**src/rtl/fifo_burst_reader.sv**
```systemverilog
// fifo_burst_reader
//   Read-side controller for a byte FIFO with registered read data. A start
//   command pops exactly len bytes and presents them on a valid/ready stream.
//   A 2-entry skid buffer absorbs the FIFO's one-cycle read latency, so the
//   stream runs at one byte per cycle and loses nothing under backpressure.
//
// Ports
//   clk, rst            clock (rising edge), synchronous active-high reset
//   start, len          burst request and its length, taken only while idle
//   busy, done          state != IDLE; one-cycle pulse when a burst completes
//   fifo_empty          FIFO empty flag
//   fifo_data           FIFO read data, valid the cycle after a pop
//   fifo_rd_en          FIFO pop request (combinational)
//   m_data, m_valid     output stream; m_data is 0 while the buffer is empty
//   m_ready             downstream accept
//   rd_count            bytes handed off in the current or last burst
module fifo_burst_reader #(
    parameter int DATA_W = 8,
    parameter int LEN_W  = 8
) (
    input  logic              clk,
    input  logic              rst,
    input  logic              start,
    input  logic [LEN_W-1:0]  len,
    output logic              busy,
    output logic              done,
    input  logic              fifo_empty,
    input  logic [DATA_W-1:0] fifo_data,
    output logic              fifo_rd_en,
    output logic [DATA_W-1:0] m_data,
    output logic              m_valid,
    input  logic              m_ready,
    output logic [LEN_W-1:0]  rd_count
);

    typedef enum logic [1:0] {
        IDLE,
        READ,
        DRAIN
    } state_t;

    state_t            state;
    state_t            state_nxt;
    logic              done_nxt;
    logic [LEN_W-1:0]  req_left;
    logic              inflight;
    logic [DATA_W-1:0] buf0;      // head entry
    logic [DATA_W-1:0] buf1;
    logic [1:0]        buf_cnt;
    logic              hs;
    logic [2:0]        occ;

    always_comb begin
        busy    = (state != IDLE);
        m_valid = (buf_cnt != 2'd0);
        m_data  = m_valid ? buf0 : '0;
        hs      = m_valid && m_ready;
        // Slots still committed once this cycle's handshake retires; a new
        // pop is allowed only if its byte will find room when it lands.
        occ     = {1'b0, buf_cnt} + {2'b00, inflight} - {2'b00, hs};
    end

    always_comb begin
        state_nxt  = state;
        done_nxt   = 1'b0;
        fifo_rd_en = 1'b0;
        case (state)
            IDLE: begin
                if (start) begin
                    if (len != '0) begin
                        state_nxt = READ;
                    end else begin
                        done_nxt = 1'b1;
                    end
                end
            end
            READ: begin
                fifo_rd_en = !fifo_empty && (req_left != '0) && (occ < 3'd2);
                if (fifo_rd_en && (req_left == LEN_W'(1))) begin
                    state_nxt = DRAIN;
                end
            end
            DRAIN: begin
                // No pops remain, so the last byte is the sole buffered
                // entry with nothing still in flight.
                if (hs && (buf_cnt == 2'd1) && !inflight) begin
                    state_nxt = IDLE;
                    done_nxt  = 1'b1;
                end
            end
            default: state_nxt = IDLE;
        endcase
    end

    always_ff @(posedge clk) begin
        if (rst) begin
            state    <= IDLE;
            done     <= 1'b0;
            req_left <= '0;
            rd_count <= '0;
            inflight <= 1'b0;
            buf0     <= '0;
            buf1     <= '0;
            buf_cnt  <= 2'd0;
        end else begin
            state    <= state_nxt;
            done     <= done_nxt;
            inflight <= fifo_rd_en;

            if ((state == IDLE) && start && (len != '0)) begin
                req_left <= len;
                rd_count <= '0;
            end else begin
                if (fifo_rd_en) begin
                    req_left <= req_left - LEN_W'(1);
                end
                if (hs) begin
                    rd_count <= rd_count + LEN_W'(1);
                end
            end

            case ({inflight, hs})
                2'b10: begin
                    if (buf_cnt == 2'd0) begin
                        buf0 <= fifo_data;
                    end else begin
                        buf1 <= fifo_data;
                    end
                    buf_cnt <= buf_cnt + 2'd1;
                end
                2'b01: begin
                    buf0    <= buf1;
                    buf_cnt <= buf_cnt - 2'd1;
                end
                2'b11: begin
                    // Push and pop together: count unchanged, order kept.
                    if (buf_cnt == 2'd1) begin
                        buf0 <= fifo_data;
                    end else begin
                        buf0 <= buf1;
                        buf1 <= fifo_data;
                    end
                end
                default: ;
            endcase
        end
    end

endmodule

```
**config.mk**
```make
export PLATFORM = sky130hd
export DESIGN_NAME = fifo_burst_reader
export DESIGN_NICKNAME = d
export VERILOG_FILES = /design/src/rtl/fifo_burst_reader.sv
export SDC_FILE = /design/constraint.sdc
export NUM_CORES = 1
export LEC_CHECK = 0
export CAP_MARGIN = 10
export CORE_ASPECT_RATIO = 1.5
export CORE_MARGIN = 8
export CORE_UTILIZATION = 50
export DETAILED_ROUTE_END_ITERATION = 10
export GPL_TIMING_DRIVEN = 0
export HOLD_SLACK_MARGIN = 0.1
export PLACE_DENSITY = 0.81
export SYNTH_ARGS = -nofsm -noshare
export SYNTH_HDL_FRONTEND = slang
export SYNTH_SLANG_ARGS = --single-unit
export TNS_END_PERCENT = 100
```
**constraint.sdc**
```tcl
create_clock -name clk -period 6 [get_ports clk]
set_clock_uncertainty 0.15 [all_clocks]
set_input_delay 1.5 -clock clk [delete_from_list [all_inputs] [get_ports clk]]
set_output_delay 1.5 -clock clk [all_outputs]
set_load 0.01 [all_outputs]
```
Word-level counts from Yosys, hierarchy flattened --
Cells that the tools add are included.
Storage, ports and cells: flip-flop bits (word level) 38, bits in latches 0, memory bits (writable) 0, ROM bits 0, input port bits 21, output and inout bits 20, word-level logic and storage cells 73, memories 0
Operators by class: $add $sub $neg 6, $mul 0, div/mod/pow operators 0, order comparisons 1, eq/ne operators 14, shift-type cells 0, muxes and demuxes 20, bitwise operators 0, reduce and logical (&&, ||, !) cells 24
Operator list (number):
- 8-bit 2-to-1 mux | 7
- 8-bit one-hot mux with 3 select lines | 1
- 8-bit one-hot mux with 2 select lines | 1
- 8-bit nonzero test | 2
- 2-bit != test (second input constant) | 6
- 2-bit nonzero test | 5
- 8-bit by 1-bit adder with 8-bit output (second input constant) | 1
- 8-bit by 1-bit == test with 1-bit output (second input constant) | 1
- 1-bit logical AND | 8
- 2-bit 2-to-1 mux | 4
- 8-bit by 1-bit subtractor with 8-bit output (second input constant) | 1
- 2-bit by 1-bit == test with 1-bit output (second input constant) | 3
- 2-bit == test (second input constant) | 3
- 2-bit one-hot mux with 3 select lines | 1
- 2-bit zero test | 2
- 1-bit 2-to-1 mux | 4
- 2-bit one-hot mux with 2 select lines | 1
- 4-bit AND reduction | 1
- 2-bit by 1-bit adder with 3-bit output | 1
- 3-bit by 2-bit < comparator with 1-bit output (second input constant) | 1
- 3-bit AND reduction | 1
- 3-bit nonzero test | 1
- 3-bit by 1-bit subtractor with 3-bit output | 1
- 2-bit by 1-bit adder with 2-bit output (second input constant) | 1
- 6 further kinds | 7

Depth between registers and ports, before layout --
Gate-level depths: netlist of run 1.
depth after elaboration 8, depth in mapped cells 12, gate-level depth less buffers 11

Least setup slack after synthesis of run 1 --
Ideal clock, no wire load.
kind input-to-output, from input port m_ready, to output port fifo_rd_en, data arrival time 3138 ps, data required time 4350 ps, setup slack 1212 ps, stages on the path 8, buffers on the path 1, path through nor2b_1 > buf_2 > xnor2_1 > nand2_1 > fa_1 > and4bb_2 > nand2_1 > nor2_2
On the way: word-level cells in the longest chain between the ends 5
Ends and longest elaborated chain:
- start, declared | RTL line 32 | input logic m_ready,
- 1-bit logical AND | RTL line 57 | hs = m_valid && m_ready;
- 3-bit by 1-bit subtractor with 3-bit output | RTL line 60 | occ = {1'b0, buf_cnt} + {2'b00, inflight} - {2'b00, hs};
- 3-bit by 2-bit < comparator with 1-bit output | RTL line 78 | fifo_rd_en = !fifo_empty && (req_left != '0) && (occ < 3'd2);
- 1-bit logical AND | RTL line 78
- 1-bit 2-to-1 mux | RTL line 67 | case (state)
- end, declared | RTL line 29 | output logic fifo_rd_en,
No other way between the ends.

Final worst setup path of run 1 --
Ends and elaborated chain as after synthesis.

==> results of run 1 <==
[worst min path at each step]
stage                          endpoint  cells after the start                startpoint
5_1_grt        req_left[1]$_SDFFE_PP0P_                      2  req_left[1]$_SDFFE_PP0P_
3_3_place_gp       buf1[0]$_SDFFE_PP0P_                      2      buf1[0]$_SDFFE_PP0P_
2_1_floorplan      buf1[0]$_SDFFE_PP0P_                      2      buf1[0]$_SDFFE_PP0P_
6_report           buf0[5]$_SDFFE_PP0P_                      2      buf0[5]$_SDFFE_PP0P_
4_1_cts            buf0[5]$_SDFFE_PP0P_                      2      buf0[5]$_SDFFE_PP0P_
3_5_place_dp       buf1[1]$_SDFFE_PP0P_                      2      buf1[1]$_SDFFE_PP0P_
[area by class of cell]
cell class | count | area, um2 | share of cell area, %
buffer | 9 | 55.05 | 2.137
clock buffer | 6 | 82.58 | 3.205
clock inverter | 1 | 30.03 | 1.166
inverter | 7 | 26.28 | 1.020
multi-input combinational | 169 | 1157 | 44.92
sequential | 38 | 760.7 | 29.53
tap | 45 | 56.30 | 2.186
timing repair buffer | 41 | 407.9 | 15.83
[report_power, final]
| group | leakage [nW] | internal [mW] | total [mW] | switching [mW] |
|---|---|---|---|---|
| logic | 0.582 | 0.155 | 0.339 | 0.183 |
| clock network | 0.0573 | 0.133 | 0.222 | 0.0886 |
| registers | 0.309 | 0.290 | 0.321 | 0.0310 |
| total | 0.948 | 0.578 | 0.881 | 0.303 |
[stage by stage]
step	hold slack [ns]	util [%]	power (mW)	setup TNS [ns]	setup slack, ns
finish	0.3479	66.25	0.8811	0	0.1485
global route	0.3791	66.25	0.9397	-0.0007878	-0.0007878
CTS	0.3505	65.93	0.8786	0	0.05662
detailed placement	0.3354	62.71	0.6521	-0.08090	-0.08090
global placement	0.3217	62.71	0.6435	-0.08472	-0.08472
floorplan	0.3096	-	0.5581	0	1.212
[registers in the layout (all words and copies together) (netlist names)]
| signal | flops |
|---|---|
| buf0 | 8 |
| buf1 | 8 |
| rd_count | 8 |
| req_left | 8 |
| buf_cnt | 2 |
| state | 2 |
| done | 1 |
| inflight | 1 |
[worst max-delay path: cells and delay by family]
family	cells	cell delay (ns)
buffers and inverters	3	1.27
and+or+nand+nor	5	0.74
adders and majority gates	1	0.51
xor gates and xnor gates	1	0.17
[synth_stat cells (2+ instances only)]
| cell type | number |
|---|---|
| inv_1 | 7 |
| o21ai_0 | 2 |
| nand4_1 | 4 |
| nor2_1 | 29 |
| a211oi_1 | 8 |
| clkbuf_1 | 4 |
| and3_1 | 2 |
| or4_4 | 2 |
| xnor2_1 | 6 |
| buf_2 | 3 |
| a21oi_1 | 6 |
| xor2_1 | 6 |
| nand2_1 | 22 |
| a22oi_1 | 3 |
| and2_1 | 2 |
| nand3_1 | 7 |
| nor3_1 | 7 |
| nor2b_1 | 10 |
| ha_1 | 6 |
| a31oi_1 | 6 |
| dfxtp_1 | 38 |
| nor3b_1 | 2 |
| nor2_2 | 2 |
| mux2i_1 | 16 |
| or3_1 | 2 |
[kinds of logic after synthesis]
family | Yosys count | synth area share (%)
AOI/OAI and AO/OA | 34 | 13.57
adders and majority gates | 7 | 4.798
buffers and inverters | 16 | 3.977
xor gates and xnor gates | 12 | 5.303
muxes | 16 | 8.081
DFF | 38 | 38.38
and+or+nand+nor | 100 | 25.88
[per-layer routing]
layer  vias to the layer above  part of all wire (%)  GRT usage (%)
met1                       792                    42          16.29
met2                        42                    51          27.38
li1                        876                     -              -
met5                         -                     0              0
met3                        13                   4.2          4.311
met4                         0                   2.8          6.830
[what timing repair did]
| action | CTS | global route |
|---|---|---|
| buffers inserted | 1 | 0 |
| resized for setup | 1 | 3 |
| pin swaps | 1 | 0 |
| endpoints found under the setup margin | 1 | 1 |
| endpoints found under the hold margin | 0 | 0 |
==> results.md, run 1 <==
* CTS HTree Levels at 2
* Worst-path fanout max at 10
* Post-DP HPWL at 3391 um
* DRT antenna net count at 0
* CTS tree: yes
* Worst-path clk slew at 0.07 ns
* Max-slew violations at 0
* Post-synth top area cell: dfxtp_1
* Worst slew pin tran at 0.5712 ns
* Final WL at 4377 um
* Post-DR vias/cell at 5.453
* Area growth syn-to-layout at 29.99%
* Max frequency at around 170 MHz
* Max cap viols at 0
* CP peak stage delay at 0.54 ns
* First drt pass iteration count at 4
* Async SR Flop Fraction at 0%
* NumNets Final at ~300
* Final min period at 5.852 ns
* Top post-synthesis cells by area: dfxtp_1, mux2i_1, nor2_1, nand2_1, ha_1
* Initial DRC count at 80
* EDFF count, synth at 0
* Initial Utilization at 50.97%
* Core Rows at 28
* Outcome: finished clean
* Vias in the first global route at 1828
* End of the critical path: fifo_rd_en
* TritonCTS buffer count at 5
* CP max stage cell: clkdlybuf4s50_1
* Hold Vio Cnt, Final at 0
* Buffers on Ports at 40
* Vias at 1723
* Most common cell after layout, fill and taps aside: clkdlybuf4s50_1
* DP Area at 2439 um2
* Reg-to-reg setup timing slack at 2.88 ns
* Gr usage total at between 15 and 20%
* Die height at approximately 93 um
* Synth unique cells at 46
* Ys flop type: dfxtp_1
* CP endpoint kind: output pin
* CP Class: input pin to output pin
* Worst rel slew slack at 61.80%
* Crit path from: m_ready
* Root buffer cell: clkbuf_8
* Ports at a little over 40
* # setup viols final at 0
* Core box area at 3889 um2
* Clock Latency Late Sink at ~0.29 ns
* Wirelength per Cell at 13.85 um
* DP Cell Count at 308
* First-pass GRT wire length at 7824 um
* Deepest clock path buffer count at 2
* FF-to-FF End: req_left[4]$_SDFFE_PP0P_
* Syn nets at 251
* Arr. time, crit path at 4.20 ns
* GRT Residual Overflow at 0
* Syn Inst Count at 223
* Critical Path RT at about 4.4 ns
* Yosys warning count at 0
* Pwr Density at roughly 340 nW/um2
* Finished Cell Area at between 2000 and 3000 um2
* Synth Cell Area at 1982 um2
* Hold_buf cts at 0
* Post-synth top area share at 38.38%
* Fillers at approximately 300
* Synthesized flop and latch total at 38
* Leakage at between 0.9 and 1 nW
* DRC violations left at 0
* CTS Sinks at 38
* Layout cells sized above 1 at 9.594%
* Largest net degree at the start of global routing at 12
* Chip Width at 67.41 um
* Worst-path cell chain: clkdlybuf4s50_1 > nor2b_1 > clkbuf_4 > xnor2_1 > nand2_1 > fa_1 > and4bb_2 > nand2_2 > nor2_4 > clkdlybuf4s50_1
* Post-Layout Cell Count at 316
* Syn Area/Cell at 8.887 um2
* Initial antenna violation count at 0
* Post-synthesis sequential area ratio at approximately two fifths
* Worst hold path type: flip-flop to flip-flop
* Ant. Diodes at 0
* CP startpoint kind: input pin
* Critical Path Most Common Cell: clkdlybuf4s50_1
* Commonest cells after routing, fill and taps aside: clkdlybuf4s50_1, dfxtp_1, nor2_1, nand2_1, mux2i_1
* R2R Path Start: buf_cnt[1]$_SDFFE_PP0P_
* GP Congestion at 0.9207
* VDD IR-drop max at 0.2224 mV
* Final period utilization at a little under 100%
* R2R depth at 12
* Die area at 6276 um2
Power figures use the tool's default switching activity.
==> inputs of run 2 (changes only) <==
--- a/config.mk
+++ b/config.mk
@@ -10,9 +10,10 @@
 export CORE_MARGIN = 8
 export CORE_UTILIZATION = 50
 export DETAILED_ROUTE_END_ITERATION = 10
+export DONT_BUFFER_PORTS = 1
 export GPL_TIMING_DRIVEN = 0
 export HOLD_SLACK_MARGIN = 0.1
-export PLACE_DENSITY = 0.81
+export PLACE_DENSITY = 0.68
 export SYNTH_ARGS = -nofsm -noshare
 export SYNTH_HDL_FRONTEND = slang
 export SYNTH_SLANG_ARGS = --single-unit
==> results.md, run 2 (synthesis results as in run 1) <==
* Core Rows at 28 (unchanged)
* Commonest cells after routing, fill and taps aside: dfxtp_1, nor2_1, nand2_1, mux2i_1, nor2b_1 (was clkdlybuf4s50_1, dfxtp_1, nor2_1, nand2_1, mux2i_1)
* Worst hold path type: flip-flop to flip-flop (unchanged)
* TritonCTS buffer count at 5 (unchanged)
* Buffers on Ports at 0 (was 40)
* Worst-path clk slew at 0.08 ns (was 0.07 ns)
* Vias in the first global route at 1535 (was 1828)
* VDD IR-drop max at 0.2510 mV (was 0.2224 mV)
* First-pass GRT wire length at 7058 um (was 7824 um)
* Total power at 782.2 uW (was 881.1 uW)
* Leakage at 0.7811 nW (was 0.9481 nW)
* Min setup slack post-route at 0.9964 ns (was 0.1485 ns)
* CP endpoint kind: output pin (unchanged)
* CTS Sinks at 38 (unchanged)
* Ports at 41 (unchanged)
* Arr. time, crit path at 3.35 ns (was 4.20 ns)
* CP startpoint kind: input pin (unchanged)
* Setup total negative slack at 0 ns (unchanged)
* Final min period at 5.004 ns (was 5.852 ns)
* Post-DP HPWL at 3317 um (was 3391 um)
* Core box area at 3889 um2 (unchanged)
* Post-DR vias/cell at 5.558 (was 5.453)
* Fillers at 370 (was 304)
* DRC violations left at 0 (unchanged)
* Max-slew violations at 0 (unchanged)
* PostCTS Resize Cnt at 0 (was 1)
* Final WL at 4213 um (was 4377 um)
* Worst rel slew slack at 62.24% (was 61.80%)
* FF+latch area at 760.7 um2 (unchanged)
* Largest net degree at the start of global routing at 13 (was 12)
* Pre-CTS WS at 0.9892 ns (was -0.08090 ns)
* Post-CTS Setup Inserts at 0 (was 1)
* # setup viols final at 0 (unchanged)
* First drt pass iteration count at 4 (unchanged)
* Hold Vio Cnt, Final at 0 (unchanged)
* GP Congestion at 0.8837 (was 0.9207)
* Max frequency at 199.9 MHz (was 170.9 MHz)
* Deepest clock path buffer count at 2 (unchanged)
* Chip Width at 67.41 um (unchanged)
* Hold_buf cts at 0 (unchanged)
* RSZ-0062 raised after global routing: false
* Initial DRC count at 73 (was 80)
* CTS HTree Levels at 2 (unchanged)
* Clock Latency Late Sink at 0.30 ns (was 0.29 ns)
* Pwr Density at 368.2 nW/um2 (was 342.0 nW/um2)
* Ant. Diodes at 0 (unchanged)
* Hold slack at 0.3433 ns (was 0.3479 ns)
* Outcome: finished clean (unchanged)
* NumNets Final at 258 (was 299)
* Finished Cell Area at 2125 um2 (was 2576 um2)
* Max cap viols at 0 (unchanged)
* Root buffer cell: clkbuf_8 (unchanged)
* CTS tree: yes (unchanged)
* Die height at 93.11 um (unchanged)
* Initial Utilization at 50.97% (unchanged)
* Final period utilization at 83.39% (was 97.53%)
* DP Area at 2038 um2 (was 2439 um2)
* Gr usage total at 14.44% (was 15.48%)
* CP Class: input pin to output pin (unchanged)
* GRT Residual Overflow at 0 (unchanged)
* Initial antenna violation count at 0 (unchanged)
* DRT antenna net count at 0 (unchanged)
* Multi-input gate area at 1142 um2 (was 1157 um2)
* Wirelength per Cell at 15.26 um (was 13.85 um)
* Worst slew pin tran at 0.5645 ns (was 0.5712 ns)
* Area growth syn-to-layout at 7.197% (was 29.99%)
* Most common cell after layout, fill and taps aside: dfxtp_1 (was clkdlybuf4s50_1)
* Worst-path fanout max at 10 (unchanged)
* Layout cells sized above 1 at 9.957% (was 9.594%)
* Vias at 1534 (was 1723)
* Die area at 6276 um2 (unchanged)
* Critical Path RT at 4.35 ns (about the same)
-- run 2: final cells by class --
cell class,instances,area share (%)
inverter,7,1.237
buffer,9,2.473
multi-input combinational,169,53.77
clock inverter,2,0.6478
clock buffer,6,3.416
tap,45,2.650
sequential,38,35.81
-- run 2: final timing paths --
check | startpoint | slack (ns) | end | depth (start not counted)
max reg2reg | buf_cnt[1]$_SDFFE_PP0P_ | 2.78 | req_left[2]$_SDFFE_PP0P_ | 12
min | buf1[5]$_SDFFE_PP0P_ | 0.34 | buf1[5]$_SDFFE_PP0P_ | 2
min reg2reg | buf1[5]$_SDFFE_PP0P_ | 0.34 | buf1[5]$_SDFFE_PP0P_ | 2
max | m_ready | 1.0 | fifo_rd_en | 8
-- run 2: through the flow --
step	utilization [%]	cells
2_1_floorplan	-	223
3_3_place_gp	52.41	268
3_5_place_dp	52.41	268
4_1_cts	54.63	276
5_1_grt	54.63	276
6_report	54.63	276
-- run 2: layer usage --
| metal | GRT usage [%] | vias up | part of all wire [%] |
|---|---|---|---|
| met3 | 6.946 | 8 | 10 |
| met1 | 14.41 | 694 | 37 |
| met2 | 24.50 | 36 | 51 |
| met4 | 6.305 | 0 | 1.8 |
| li1 | - | 796 | - |
| met5 | 0 | - | 0 |
-- run 2: critical path: stages --
cell and delay, ns:
nor2b_1 0.10, buf_2 0.18, xnor2_1 0.22, nand2_1 0.11, fa_1 0.51, and4bb_2 0.25
nand2_1 0.13, nor2_2 0.34
-- run 2: report_power, final --
group	switching, mW	internal, mW	total, mW
logic	0.168	0.117	0.284
clock network	0.0957	0.0820	0.178
registers	0.0304	0.290	0.320
==> inputs of run 3 (changes only) <==
==> constraint.sdc (replaced) <==
create_clock -name clk -period 5.1 [get_ports clk]
set_clock_uncertainty 0.15 [all_clocks]
set_input_delay 1.275 -clock clk [delete_from_list [all_inputs] [get_ports clk]]
set_output_delay 1.275 -clock clk [all_outputs]
set_load 0.01 [all_outputs]
==> results of run 3 <==
The final DEF is identical to that of run 2. Status: finished clean.
Main changes from that run: setup slack after placement 0.9892 ns -> 0.5392 ns; setup slack after layout 0.9964 ns -> 0.5464 ns; register-to-register setup slack 2.78 ns -> 1.88 ns; total power 0.7822 mW -> 0.9203 mW; worst IR drop on VDD 0.2510 mV -> 0.2953 mV
